File: src/rtl/pixel_addr_gen.sv
// Raster-order pixel read address generator for a 3x3 window filter.
// Optional write-address channel: define PIXEL_ADDR_GEN_WRADDR_EN.
module pixel_addr_gen #(
  parameter int unsigned ADDR_WIDTH = 32,
  parameter int unsigned DIM_WIDTH  = 16
) (
  input  logic                  clk,
  input  logic                  n_rst,
  input  logic                  start,
  input  logic                  abort,
  input  logic [DIM_WIDTH-1:0]  width,
  input  logic [DIM_WIDTH-1:0]  height,
  input  logic [ADDR_WIDTH-1:0] read_base,
  input  logic [ADDR_WIDTH-1:0] write_base,
  output logic                  rd_req,
  output logic [ADDR_WIDTH-1:0] rd_addr,
  input  logic                  rd_ack,
  output logic [DIM_WIDTH-1:0]  row_idx,
  output logic [DIM_WIDTH-1:0]  col_idx,
  output logic                  busy,
  output logic                  done,
`ifdef PIXEL_ADDR_GEN_WRADDR_EN
  output logic                  cfg_err,
  output logic                  wr_valid,
  output logic [ADDR_WIDTH-1:0] wr_addr
`else
  output logic                  cfg_err
`endif
);

  localparam int unsigned MIN_DIM = 3;
  localparam int unsigned WIN_EDGE = MIN_DIM - 1;

  typedef enum logic [1:0] {
    S_IDLE = 2'd0,
    S_RUN  = 2'd1,
    S_DONE = 2'd2
  } state_t;

  state_t                r_state;
  logic [DIM_WIDTH-1:0]  r_width;
  logic [DIM_WIDTH-1:0]  r_height;
  logic [ADDR_WIDTH-1:0] r_addr;
  logic [DIM_WIDTH-1:0]  r_row;
  logic [DIM_WIDTH-1:0]  r_col;
  logic                  r_rd_req;
  logic                  r_busy;
  logic                  r_done;
  logic                  r_cfg_err;
  logic                  r_wr_valid;
  logic [ADDR_WIDTH-1:0] r_wr_addr;

  logic w_cfg_ok;
  logic w_col_last;
  logic w_row_last;
  logic w_window;

  assign w_cfg_ok   = (width >= DIM_WIDTH'(MIN_DIM)) && (height >= DIM_WIDTH'(MIN_DIM));
  assign w_col_last = (r_col == r_width  - DIM_WIDTH'(1));
  assign w_row_last = (r_row == r_height - DIM_WIDTH'(1));
  // A 3x3 window is complete once the pixel at its bottom-right corner is read.
  assign w_window   = (r_row >= DIM_WIDTH'(WIN_EDGE)) && (r_col >= DIM_WIDTH'(WIN_EDGE));

  always_ff @(posedge clk or negedge n_rst) begin
    if (!n_rst) begin
      r_state    <= S_IDLE;
      r_width    <= '0;
      r_height   <= '0;
      r_addr     <= '0;
      r_row      <= '0;
      r_col      <= '0;
      r_rd_req   <= 1'b0;
      r_busy     <= 1'b0;
      r_done     <= 1'b0;
      r_cfg_err  <= 1'b0;
      r_wr_valid <= 1'b0;
      r_wr_addr  <= '0;
    end else begin
      r_cfg_err  <= 1'b0;
      r_done     <= 1'b0;
      r_wr_valid <= 1'b0;
      // Output write address advances once per emitted result.
      if (r_wr_valid) begin
        r_wr_addr <= r_wr_addr + ADDR_WIDTH'(1);
      end
      case (r_state)
        S_IDLE: begin
          if (start) begin
            if (w_cfg_ok) begin
              r_width   <= width;
              r_height  <= height;
              r_addr    <= read_base;
              r_row     <= '0;
              r_col     <= '0;
              r_wr_addr <= write_base;
              r_rd_req  <= 1'b1;
              r_busy    <= 1'b1;
              r_state   <= S_RUN;
            end else begin
              r_cfg_err <= 1'b1;
            end
          end
        end
        S_RUN: begin
          if (abort) begin
            r_rd_req <= 1'b0;
            r_busy   <= 1'b0;
            r_state  <= S_IDLE;
          end else if (rd_ack) begin
            r_addr     <= r_addr + ADDR_WIDTH'(1);
            r_wr_valid <= w_window;
            if (w_col_last && w_row_last) begin
              r_rd_req <= 1'b0;
              r_done   <= 1'b1;
              r_state  <= S_DONE;
            end else if (w_col_last) begin
              r_col <= '0;
              r_row <= r_row + DIM_WIDTH'(1);
            end else begin
              r_col <= r_col + DIM_WIDTH'(1);
            end
          end
        end
        S_DONE: begin
          r_rd_req <= 1'b0;
          r_busy   <= 1'b0;
          r_state  <= S_IDLE;
        end
        default: begin
          r_rd_req <= 1'b0;
          r_busy   <= 1'b0;
          r_state  <= S_IDLE;
        end
      endcase
    end
  end

  assign rd_req  = r_rd_req;
  assign rd_addr = r_addr;
  assign row_idx = r_row;
  assign col_idx = r_col;
  assign busy    = r_busy;
  assign done    = r_done;
  assign cfg_err = r_cfg_err;

`ifdef PIXEL_ADDR_GEN_WRADDR_EN
  assign wr_valid = r_wr_valid;
  assign wr_addr  = r_wr_addr;
`else
  // Write channel absent: fold its state into a sink so nothing dangles.
  logic w_unused;
  assign w_unused = r_wr_valid ^ (^r_wr_addr);
`endif

endmodule

File: config.mk
export PLATFORM = sky130hd
export DESIGN_NAME = pixel_addr_gen
export DESIGN_NICKNAME = d
export VERILOG_FILES = /design/src/rtl/pixel_addr_gen.sv
export SDC_FILE = /design/constraint.sdc
export NUM_CORES = 1
export LEC_CHECK = 0
export BUFFER_PORTS_ARGS = -buffer_cell sky130_fd_sc_hd__buf_2
export CORE_MARGIN = 2
export CORE_UTILIZATION = 54
export CTS_BUF_LIST = sky130_fd_sc_hd__clkbuf_8 sky130_fd_sc_hd__clkbuf_16
export CTS_CLUSTER_SIZE = 30
export DETAILED_ROUTE_END_ITERATION = 10
export PLACE_DENSITY = 0.82
export SYNTH_ARGS = -nofsm -noshare
export SYNTH_HDL_FRONTEND = slang
export SYNTH_SLANG_ARGS = --single-unit
File: constraint.sdc
create_clock -name clk -period 4.55 [get_ports clk]
set_input_delay 0.2275 -clock clk [delete_from_list [all_inputs] [get_ports clk]]
set_output_delay 0.2275 -clock clk [all_outputs]
set_load 0.02 [all_outputs]
# == Yosys cells after proc, flatten, opt, wreduce, memory -nomap -nowiden ==
# Index checks and enable logic that the tools add are counted.
# totals
ff_bits,102
input_bits,101
out_inout_bits,68
# classes
add_sub_neg,5
n_lt_le_gt_ge,2
n_eq_ne,12
muxes,38
n_reduce_logical,10
# op_table
op,count
16-bit 2-to-1 mux,10
32-bit 2-to-1 mux,4
16-bit one-hot mux with 2 select lines,2
32-bit one-hot mux with 2 select lines,1
16-bit by 1-bit adder with 16-bit output (second input constant),2
32-bit by 1-bit adder with 32-bit output (second input constant),1
16-bit equality test,2
16-bit by 2-bit >= comparator with 1-bit output (second input constant),2
16-bit by 1-bit subtractor with 16-bit output (second input constant),2
2-bit != test (second input constant),7
1-bit 2-to-1 mux,13
2-bit 2-to-1 mux,5
7-bit AND reduction,1
3-bit != test (second input constant),2
3-bit AND reduction,2
6-bit AND reduction,1
5-bit AND reduction,1
1-bit one-hot mux with 2 select lines,2
2-bit one-hot mux with 2 select lines,1
4-bit AND reduction,1
2-bit by 1-bit equality test with 1-bit output (second input constant),1
1-bit logical AND,2
2-bit zero test,1
2-bit nonzero test,1

# == Logic depth before layout (Yosys ltp) ==
# Gate-level depths: netlist (run 1).
# logic_depth
depth_word,7
mapped_depth,12

# == Least setup slack after synthesis (run 1) ==
# OpenSTA, ideal clock, no wires.
# synth_timing
path_type,register to register
from,reg r_width[0]
to,reg r_row[0] (netlist: row_idx[0])
arrival_time_ns,3.061
required_ns,4.422
setup_slack_ns,1.361
stages_incl_launch_ff,12
period_less_slack_ns,3.189
path_cell_list,dfrtp_1 -> inv_1 -> ha_1 -> or3b_2 -> o41ai_2 -> and3_1 -> or3_2 -> o2111ai_4 -> or4b_4 -> buf_6 -> nand2_2 -> mux2_1
# synth_between
elab_chain_cells,5
word_cells_on_any_way,6
classes_between,add/sub: 1; eq/ne: 3; reduce/logical: 2
# synth_rtl
element,line_no,rtl
"start, declared",41,logic [DIM_WIDTH-1:0] r_width;
"start signal, assigned",90,r_width <= width;
16-bit by 1-bit subtractor with 16-bit output *,59,assign w_col_last = (r_col == r_width - DIM_WIDTH'(1));
16-bit equality test *,59,
1-bit logical AND,112,if (w_col_last && w_row_last) begin
2-bit != test (no source line),--,
7-bit AND reduction (no source line) *,--,
"end signal, assigned",118,r_row <= r_row + DIM_WIDTH'(1);
"end, declared",44,logic [DIM_WIDTH-1:0] r_row;
# Mark *: on every way between the ends. The rest lies on a longest branch, timed or not.
# A chain may end at the register's enable or synchronous reset.

# == Worst setup path in the final report (run 1) ==
# Same ends and word-level chain as after synthesis.

==> results.md, run 1 <==
* Routed vias/inst at 6.16
* Total Negative Setup Slacks at 0 ns
* Number of max-slew violations in the final report at 0
* Global-route wire length before repair at between 20 and 30 mm
* # port buffers at between 100 and 150
* Vertical die dimension at 112 um
* Headroom to the max-slew limit at 33.9%
* List of most frequent post-synthesis cells: sky130_fd_sc_hd__nand2_1 (159), sky130_fd_sc_hd__dfrtp_1 (101), sky130_fd_sc_hd__nor2_1 (48)
* Number of antenna violations at the first check in global routing at 1
* Total vias in the final route at 6384
* Aggregate global-route resource usage at 27.9%
* Register area at 2530 um^2
* Worst clock skew at 0.00656 ns
* Via count of the first global-routing pass at 5861
* Minimum clock period at 3.65 ns
* Wire length per cell at 16.9 um
* Switching Fraction at slightly below 40%
* Number of library cell types mapped by synthesis at 64
* Placed Area at just over 7000 um^2
* Final instance count without filler cells at 1036
* Number of setup buffers added after CTS at 0
* Switching component of the power at 1.21 mW
* Post-Syn Area per Cell at 8.22 um^2
* Combined area of the multi-input logic cells at 3570 um^2
* Clock tree from TritonCTS: built
* Post-Synthesis Cells at 773
* Initial core utilization at 55.4%
* Die footprint at 12600 um^2
* Share of Yosys cell area claimed by the top area cell type at 39.8%
* Slew of the pin with the lowest slew margin at 0.989 ns
* Power density relative to cell area at about 420 nW/um^2
* Cell internal power dissipation at between 1.5 and 2 mW
* TritonRoute pass-1 iters at 5
* Number of flops mapped to enable cells by yosys at 0
* Worst Path Class, Setup: reg2reg
* Area growth, synth to finish at 17.1%
* Max cap viols at 0
* Antenna-violating nets left at 0
* Critical path data required time at 4.78 ns
* Top Ports at 169
* DRT met1 WL at ~7.6 mm
* Number of buffers created by CTS at 9
* Ratio of cells with drive above 1 in the final layout at between 20% and 30%
* Number of cells after detailed placement at 1019
* Status: finished, final reports clean
* Clk root buf: sky130_fd_sc_hd__clkbuf_16
* Worst supply voltage drop on vdd at between 0.3 and 0.4 mV
* Total core area at approximately 11000 um^2
* Design area at 7440 um^2
* Standby leakage power at about 3.3 nW
* Number of cells on the worst reg-to-reg path at 10
* Syn_nets at just under 900
* Synthesized cell area at around 6400 um^2
* Share of async-settable or async-resettable flops after synthesis at 100%
* Setup repair after global routing missed its margin: false
* 1st-iter DRT viols at 362
* Post-route worst hold slack at slightly below 0.02 ns
* Final setup viols at 0
* Placed wire-length estimate after detailed placement at roughly 12 mm
* Kind of start point of the critical path: flop
* Most frequently used flop master after synthesis: sky130_fd_sc_hd__dfrtp_1
* Final nets at 993
* Relative contribution of the clock network to total power at a little over a quarter
* Arrival time of data at the critical path endpoint at between 3 and 4 ns
* Proportion of synthesized chip area in sequential cells at ~40%
* Clk_lat worst skew at 0.35 ns
* Layout fillers at 1008
* Synth top area cells: sky130_fd_sc_hd__dfrtp_1 (40%), sky130_fd_sc_hd__nand2_1 (9.4%), sky130_fd_sc_hd__nand3_1 (3.5%), sky130_fd_sc_hd__xnor2_1 (3.4%), sky130_fd_sc_hd__or4_1 (3.0%)
* Cell type with the highest aggregate area in the netlist: sky130_fd_sc_hd__dfrtp_1
* Most repeated cell in the gate-level netlist after synthesis: sky130_fd_sc_hd__nand2_1
* Type of the worst min-delay path: in2async
* Element type at the critical path end: flop
* Routed length on met2 at 8.10 mm
* Width of the chip at 112 um
* Fmax achieved at 274 MHz
* Util after Layout at 64.9%
* Pin count of the biggest net entering global routing at between 70 and 80
* Endpoint of the worst register-to-register path: row_idx[0]$_DFFE_PN0P_
* Warnings, synthesis at 0
* Gate power share at 30.7%
* H-tree depth at 3
* Share of the cycle needed by the critical path after routing at 80.2%
* Clock slew at reported path FFs at about 0.07 ns
* Total detailed-routing wirelength at 17.5 mm
* Total power consumption of the routed design at 3.14 mW
* Count of endpoints failing hold in the final timing report at 0
* CTS sink cnt at between 100 and 150
* Worst slack after detailed placement at 0.949 ns
* Total length of routed met3 wires at 1.26 mm
* Uppermost layer routed: met4
* RD Place Congestion at approximately 0.9
* Synth Register Bits at 101
* Maximum clock path buffer count at 2
* Standard-cell rows at 39
* Setup ws final at between 0.9 and 1 ns
* Worst-case register-to-register setup slack at 0.90 ns
* Remaining global-route overflow at 0
* Count of cells resized by post-cts repair at 0
* Sequential share of power at a little over two fifths
* Critical-path maximum fanout at 32
* Reg-to-reg startpoint: r_width[0]$_DFFE_PN0P_
* Remaining DRCs at 0
* Count of hold-fix buffers inserted at cts at 0
==> final cells by class <==
cell class | count | area share (%)
repair buffers | 144 | 9.99
multi-input cells | 609 | 48.0
clock buffers | 9 | 3.03
inverters | 22 | 1.11
well taps | 143 | 2.41
clock inverters | 7 | 1.43
diodes | 1 | 0.0336
flip-flops and latches | 101 | 34.0
==> kinds of logic (layout without fill, tap and decap cells) <==
logic type / after synthesis / count (layout) / synth area share [%]
buf+inv: 63 / 182 / 4.12
fa+ha+maj: 5 / 5 / 0.985
xor+xnor: 37 / 37 / 5.10
simple gates: 405 / 405 / 32.6
mux: 5 / 5 / 0.827
other cells: 0 / 1 / 0
compound gates: 157 / 157 / 16.6
flops: 101 / 101 / 39.8
==> per-layer routing <==
metal / vias to the layer above / track usage [%]
li1: 3060 / -
met3: 40 / 5.24
met4: 0 / 10.7
met2: 255 / 43.3
met5: - / 0
met1: 3029 / 39.1
==> power groups by stage <==
stage / sequential, mW / clock (mW) / combinational [mW]
global route: 1.35 / 0.913 / 1.07
detailed placement: 1.32 / 0 / 0.966
finish: 1.32 / 0.859 / 0.967
CTS: 1.31 / 0.871 / 0.965
floorplan: 1.38 / 0 / 0.574
global placement: 1.32 / 0 / 0.943
==> critical path: stages (launching register included) <==
cell and delay [ns]:
sky130_fd_sc_hd__dfrtp_1 0.47, sky130_fd_sc_hd__inv_1 0.11, sky130_fd_sc_hd__ha_1 0.26, sky130_fd_sc_hd__or3b_2 0.54, sky130_fd_sc_hd__o41ai_2 0.31, sky130_fd_sc_hd__and3_1 0.21, sky130_fd_sc_hd__or3_2 0.14, sky130_fd_sc_hd__o2111ai_4 0.16
sky130_fd_sc_hd__or4b_4 0.69, sky130_fd_sc_hd__nand2_2 0.30, sky130_fd_sc_hd__mux2_1 0.36
==> state kept, by name, indices dropped and copies added, names as in the netlist, 16 cells and up <==
signal and flops:
r_width 16, col_idx 16, r_height 16, row_idx 16
rd_addr 32
==> how the worst max path moves through the flow <==
stage | startpoint | end | slack, ns | cells after the start
floorplan | r_width[0]$_DFFE_PN0P_ | row_idx[0]$_DFFE_PN0P_ | 1.36 | 11
global placement | r_width[0]$_DFFE_PN0P_ | row_idx[0]$_DFFE_PN0P_ | 1.01 | 10
detailed placement | r_width[0]$_DFFE_PN0P_ | row_idx[0]$_DFFE_PN0P_ | 0.95 | 10
CTS | r_width[0]$_DFFE_PN0P_ | row_idx[0]$_DFFE_PN0P_ | 0.93 | 10
global route | r_width[0]$_DFFE_PN0P_ | row_idx[0]$_DFFE_PN0P_ | 0.74 | 10
finish | r_width[0]$_DFFE_PN0P_ | row_idx[0]$_DFFE_PN0P_ | 0.90 | 10
==> cell usage in the layout (no fill, tap or decap), types with 19 or more instances in the layout <==
| cell | Yosys | routed |
|---|---|---|
| sky130_fd_sc_hd__a21oi_1 | 37 | 37 |
| sky130_fd_sc_hd__xnor2_1 | 25 | 25 |
| sky130_fd_sc_hd__or4_1 | 25 | 25 |
| sky130_fd_sc_hd__nor2_1 | 48 | 47 |
| sky130_fd_sc_hd__dfrtp_1 | 101 | 101 |
| sky130_fd_sc_hd__nand4_1 | 29 | 29 |
| sky130_fd_sc_hd__nand2_1 | 159 | 159 |
| sky130_fd_sc_hd__buf_2 | 5 | 135 |
| sky130_fd_sc_hd__inv_1 | 22 | 22 |
| sky130_fd_sc_hd__nor3_1 | 19 | 19 |
| sky130_fd_sc_hd__nand3_1 | 44 | 44 |
| sky130_fd_sc_hd__o21ai_0 | 37 | 37 |
(Power assumes the default switching activity.)
==> run 2, diff against run 1 <==
--- a/config.mk
+++ b/config.mk
@@ -5,9 +5,10 @@
 export SDC_FILE = /design/constraint.sdc
 export NUM_CORES = 1
 export LEC_CHECK = 0
+export ABC_AREA = 1
 export BUFFER_PORTS_ARGS = -buffer_cell sky130_fd_sc_hd__buf_2
 export CORE_MARGIN = 2
-export CORE_UTILIZATION = 54
+export CORE_UTILIZATION = 56
 export CTS_BUF_LIST = sky130_fd_sc_hd__clkbuf_8 sky130_fd_sc_hd__clkbuf_16
 export CTS_CLUSTER_SIZE = 30
 export DETAILED_ROUTE_END_ITERATION = 10
==> constraint.sdc (replaced) <==
create_clock -name clk -period 3.7 [get_ports clk]
set_input_delay 0.185 -clock clk [delete_from_list [all_inputs] [get_ports clk]]
set_output_delay 0.185 -clock clk [all_outputs]
set_load 0.02 [all_outputs]
==> run 2 against run 1 <==
  * Clock-buffer cell count rose by 1
  * Utilization rose by 0.39 points
  * Hold slack improved by 0.044 ns
  * Global-route usage rose by 1.5 points
  * Clock skew rose by 0.0048 ns
  * Sequential power rose by 54%
  * Power rose by 96%
  * Routed wire length rose by 17%
  * Synthesized area rose by 18%
  * Critical path type unchanged
  * Largest power group is now combinational cells
  * Highest routed layer unchanged
==> results.md, run 2 <==
* CTS sink cnt at 101 (unchanged)
* Status: finished, final reports clean
* Arrival time of data at the critical path endpoint at 3.05 ns (-0.83 ns)
* Post-Synthesis Cells at 1129 (+46%)
* Ratio of cells with drive above 1 in the final layout at 16.0% (-4.4 points)
* Worst min-delay path startpoint: width[10]
* Initial core utilization at 57.1% (+1.7 points)
* Endpoint of the worst register-to-register path: row_idx[10]$_DFFE_PN0P_
* Share of the cycle needed by the critical path after routing at 75.7% (-4.4 points)
* Total Negative Setup Slacks at 0 ns (unchanged)
* Clock tree from TritonCTS: built
* Vertical die dimension at 120 um (+6.4%)
* Remaining global-route overflow at 0 (unchanged)
* Worst-case register-to-register setup slack at 0.90 ns (about the same)
* Area share of xor/xnor cells in the synthesized design at 7.36% (+2.3 points)
* Standby leakage power at 4.37 nW (+31%)
* Number of library cell types mapped by synthesis at 39 (-39%)
* Combined area of the multi-input logic cells at 4320 um^2 (+21%)
* RD Place Congestion at 0.984 (+12%)
* Remaining DRCs at 0 (unchanged)
* Number of setup buffers added after CTS at 0 (unchanged)
* Synth top area cells: sky130_fd_sc_hd__dfrtp_1 (34%), sky130_fd_sc_hd__nand2_1 (16%), sky130_fd_sc_hd__nor2_1 (8.8%), sky130_fd_sc_hd__xor2_1 (6.3%), sky130_fd_sc_hd__inv_1 (6.3%)
* Register area at 2530 um^2 (unchanged)
* Number of flops mapped to enable cells by yosys at 0 (unchanged)
* Most repeated cell in the gate-level netlist after synthesis: sky130_fd_sc_hd__nand2_1
* Count of endpoints failing hold in the final timing report at 0 (unchanged)
* Post-synthesis share of cell area spent on full adders, half adders and majority gates at 0.834% (-0.15 points)
* 1st-iter DRT viols at 568 (+57%)
* Main combinational cell family by area after synthesis: simple AND/OR/NAND/NOR gates
* Post-Syn Area per Cell at 6.64 um^2 (-19%)
* Worst Path Class, Setup: reg2reg
* Count of hold-fix buffers inserted at cts at 1 (+1)
* List of most frequent post-synthesis cells: sky130_fd_sc_hd__nand2_1 (328), sky130_fd_sc_hd__nor2_1 (175), sky130_fd_sc_hd__inv_1 (125)
* Worst supply voltage drop on vdd at 0.601 mV (+68%)
* Util after Layout at 65.3% (+0.39 points)
* Standard-cell rows at 42 (+7.7%)
* Headroom to the max-slew limit at 50.7% (+17 points)
* Warnings, synthesis at 0 (unchanged)
* Fmax achieved at 357 MHz (+30%)
* Global-route wire length before repair at 33.8 mm (+17%)
* Final instance count without filler cells at 1430 (+38%)
* Routed vias/inst at 5.37 (-13%)
* Count of cells resized by post-cts repair at 0 (unchanged)
* Element type at the critical path end: flop
* Power density relative to cell area at 718 nW/um^2 (+70%)
* Placed wire-length estimate after detailed placement at 15.2 mm (+22%)
* Number of inserted diodes at 0 (-1)
* TritonRoute pass-1 iters at 8 (+3)
* Critical path data required time at 3.94 ns (-0.84 ns)
* Width of the chip at 120 um (+6.4%)
* Cell type with the highest aggregate area in the netlist: sky130_fd_sc_hd__dfrtp_1
* Number of cells after detailed placement at 1413 (+39%)
* Clock slew at reported path FFs at 0.08 ns (about the same)
* Share of async-settable or async-resettable flops after synthesis at 100% (unchanged)
* Syn_nets at 1235 (+41%)
* Final setup viols at 0 (unchanged)
* Number of max-slew violations in the final report at 0 (unchanged)
* Most frequent cells in the layout: sky130_fd_sc_hd__nand2_1 (328), sky130_fd_sc_hd__nor2_1 (175), sky130_fd_sc_hd__buf_2 (135)
* Proportion of synthesized chip area in sequential cells at 33.7% (-6.1 points)
* Top Ports at 169 (unchanged)
* Antenna-violating nets left at 0 (unchanged)
* Number of antenna violations at the first check in global routing at 0 (-1)
* Number of buffers created by CTS at 9 (unchanged)
* Setup repair after global routing missed its margin: false
* # port buffers at 136 (unchanged)
* Layout fillers at 1214 (+20%)
* Maximum clock path buffer count at 2 (unchanged)
* Share of Yosys cell area claimed by the top area cell type at 33.7% (-6.1 points)
* Wire length per cell at 14.2 um (-16%)
* Number of cells on the worst reg-to-reg path at 15 (+5)
* Worst clock skew at 0.0113 ns (+0.00477 ns)
* Total detailed-routing wirelength at 20.4 mm (+17%)
* Minimum clock period at 2.80 ns (-0.846 ns)
* Most common cell after layout, fill and taps aside: sky130_fd_sc_hd__nand2_1
* Clk root buf: sky130_fd_sc_hd__clkbuf_16
* H-tree depth at 3 (unchanged)
* Reg-to-reg startpoint: r_width[0]$_DFFE_PN0P_
* Synthesized-area fraction occupied by ao, oa, aoi and oai cells at 7.24% (-9.3 points)
* Hold Path Sink: r_width[10]$_DFFE_PN0P_
* Via count of the first global-routing pass at 6909 (+18%)
* Share of synthesized area spent on multiplexers at 1.95% (+1.1 points)
* Depth of the worst hold-timing path at 2
* Most frequently used flop master after synthesis: sky130_fd_sc_hd__dfrtp_1
* Aggregate global-route resource usage at 29.4% (+1.5 points)
* Synthesized cell area at 7500 um^2 (+18%)
* Total core area at 13100 um^2 (+15%)
* Critical-path maximum fanout at 19 (-41%)
* Slew of the pin with the lowest slew margin at 0.740 ns (-0.249 ns)
* Final nets at 1355 (+36%)
* Die footprint at 14300 um^2 (+13%)
* Largest register FFs at 32 (unchanged)
* Kind of start point of the critical path: flop
* Area growth, synth to finish at 14.4%
* Synth Register Bits at 101 (unchanged)
* Max cap viols at 0 (unchanged)
* Post-Synth Simple-Gate Area at 40.3% (+7.6 points)
* Type of the worst min-delay path: in2reg
* Pin count of the biggest net entering global routing at 63 (-17%)
* Total vias in the final route at 7672 (+20%)
* Clk_lat worst skew at 0.36 ns (about the same)
run 2: final cells by class:
class	instances	area share, %
clock buffers	10	2.79
clock inverters	6	0.540
inverters	126	5.52
multi-input cells	867	50.4
flip-flops and latches	101	29.5
well taps	176	2.57
repair buffers	144	8.70
run 2: how the worst max path moves through the flow:
stage                                 startpoint                      end  slack [ns]  depth (start not counted)
after CTS                 r_width[0]$_DFFE_PN0P_  row_idx[10]$_DFFE_PN0P_        0.95                         15
after floorplan           r_width[0]$_DFFE_PN0P_   row_idx[7]$_DFFE_PN0P_        1.62                         16
final                     r_width[0]$_DFFE_PN0P_  row_idx[10]$_DFFE_PN0P_        0.90                         15
after global routing      r_width[0]$_DFFE_PN0P_  row_idx[10]$_DFFE_PN0P_        0.60                         15
after detailed placement  r_width[0]$_DFFE_PN0P_  row_idx[10]$_DFFE_PN0P_        0.95                         15
after global placement    r_width[0]$_DFFE_PN0P_   row_idx[0]$_DFFE_PN0P_        1.05                         15
run 2: metrics by stage:
step	total power, mW	setup WS (ns)	area [um^2]	hold WS, ns
finish	6.15	0.898	8570	0.0639
global route	6.71	0.601	8570	0.0610
CTS	6.14	0.948	8570	0.0585
detailed placement	5.20	0.952	8280	0.303
global placement	5.11	1.05	8280	0.299
floorplan	4.38	1.62	7500	-0.111
run 2: where the power goes:
group	internal [mW]	switching [mW]	total (mW)
Clock	0.480	0.450	0.929
Combinational	1.09	2.10	3.19
Sequential	1.50	0.531	2.03
run 2: worst max-delay path: stages, from the launching register on:
cell,delay (ns)
sky130_fd_sc_hd__dfrtp_1,0.39
sky130_fd_sc_hd__inv_1,0.18
sky130_fd_sc_hd__ha_1,0.25
sky130_fd_sc_hd__nand2_2,0.12
sky130_fd_sc_hd__nor2_4,0.20
sky130_fd_sc_hd__nand2_1,0.09
sky130_fd_sc_hd__nand2_1,0.07
sky130_fd_sc_hd__nand2_1,0.07
sky130_fd_sc_hd__nor2_1,0.10
sky130_fd_sc_hd__nand2_1,0.08
sky130_fd_sc_hd__nor2_2,0.09
sky130_fd_sc_hd__nand3_2,0.28
sky130_fd_sc_hd__nand2_4,0.33
sky130_fd_sc_hd__nand3_4,0.24
sky130_fd_sc_hd__nand2_1,0.12
sky130_fd_sc_hd__nand2_1,0.07
run 2: per-layer routing:
layer	GRT usage (%)	routed length (um)	up-vias
li1	-	-	3859
met1	41.4	9240	3507
met2	46.6	9330	284
met3	6.08	1530	22
met4	6.99	250	0
met5	0	0	-
run 2: kinds of logic after synthesis:
family | count (synthesis)
AND/OR/NAND/NOR | 690
buffers and inverters | 161
flip-flops | 101
AO/OA/AOI/OAI | 96
XOR/XNOR | 63
multiplexers | 13
adder cells (fa/ha/maj) | 5
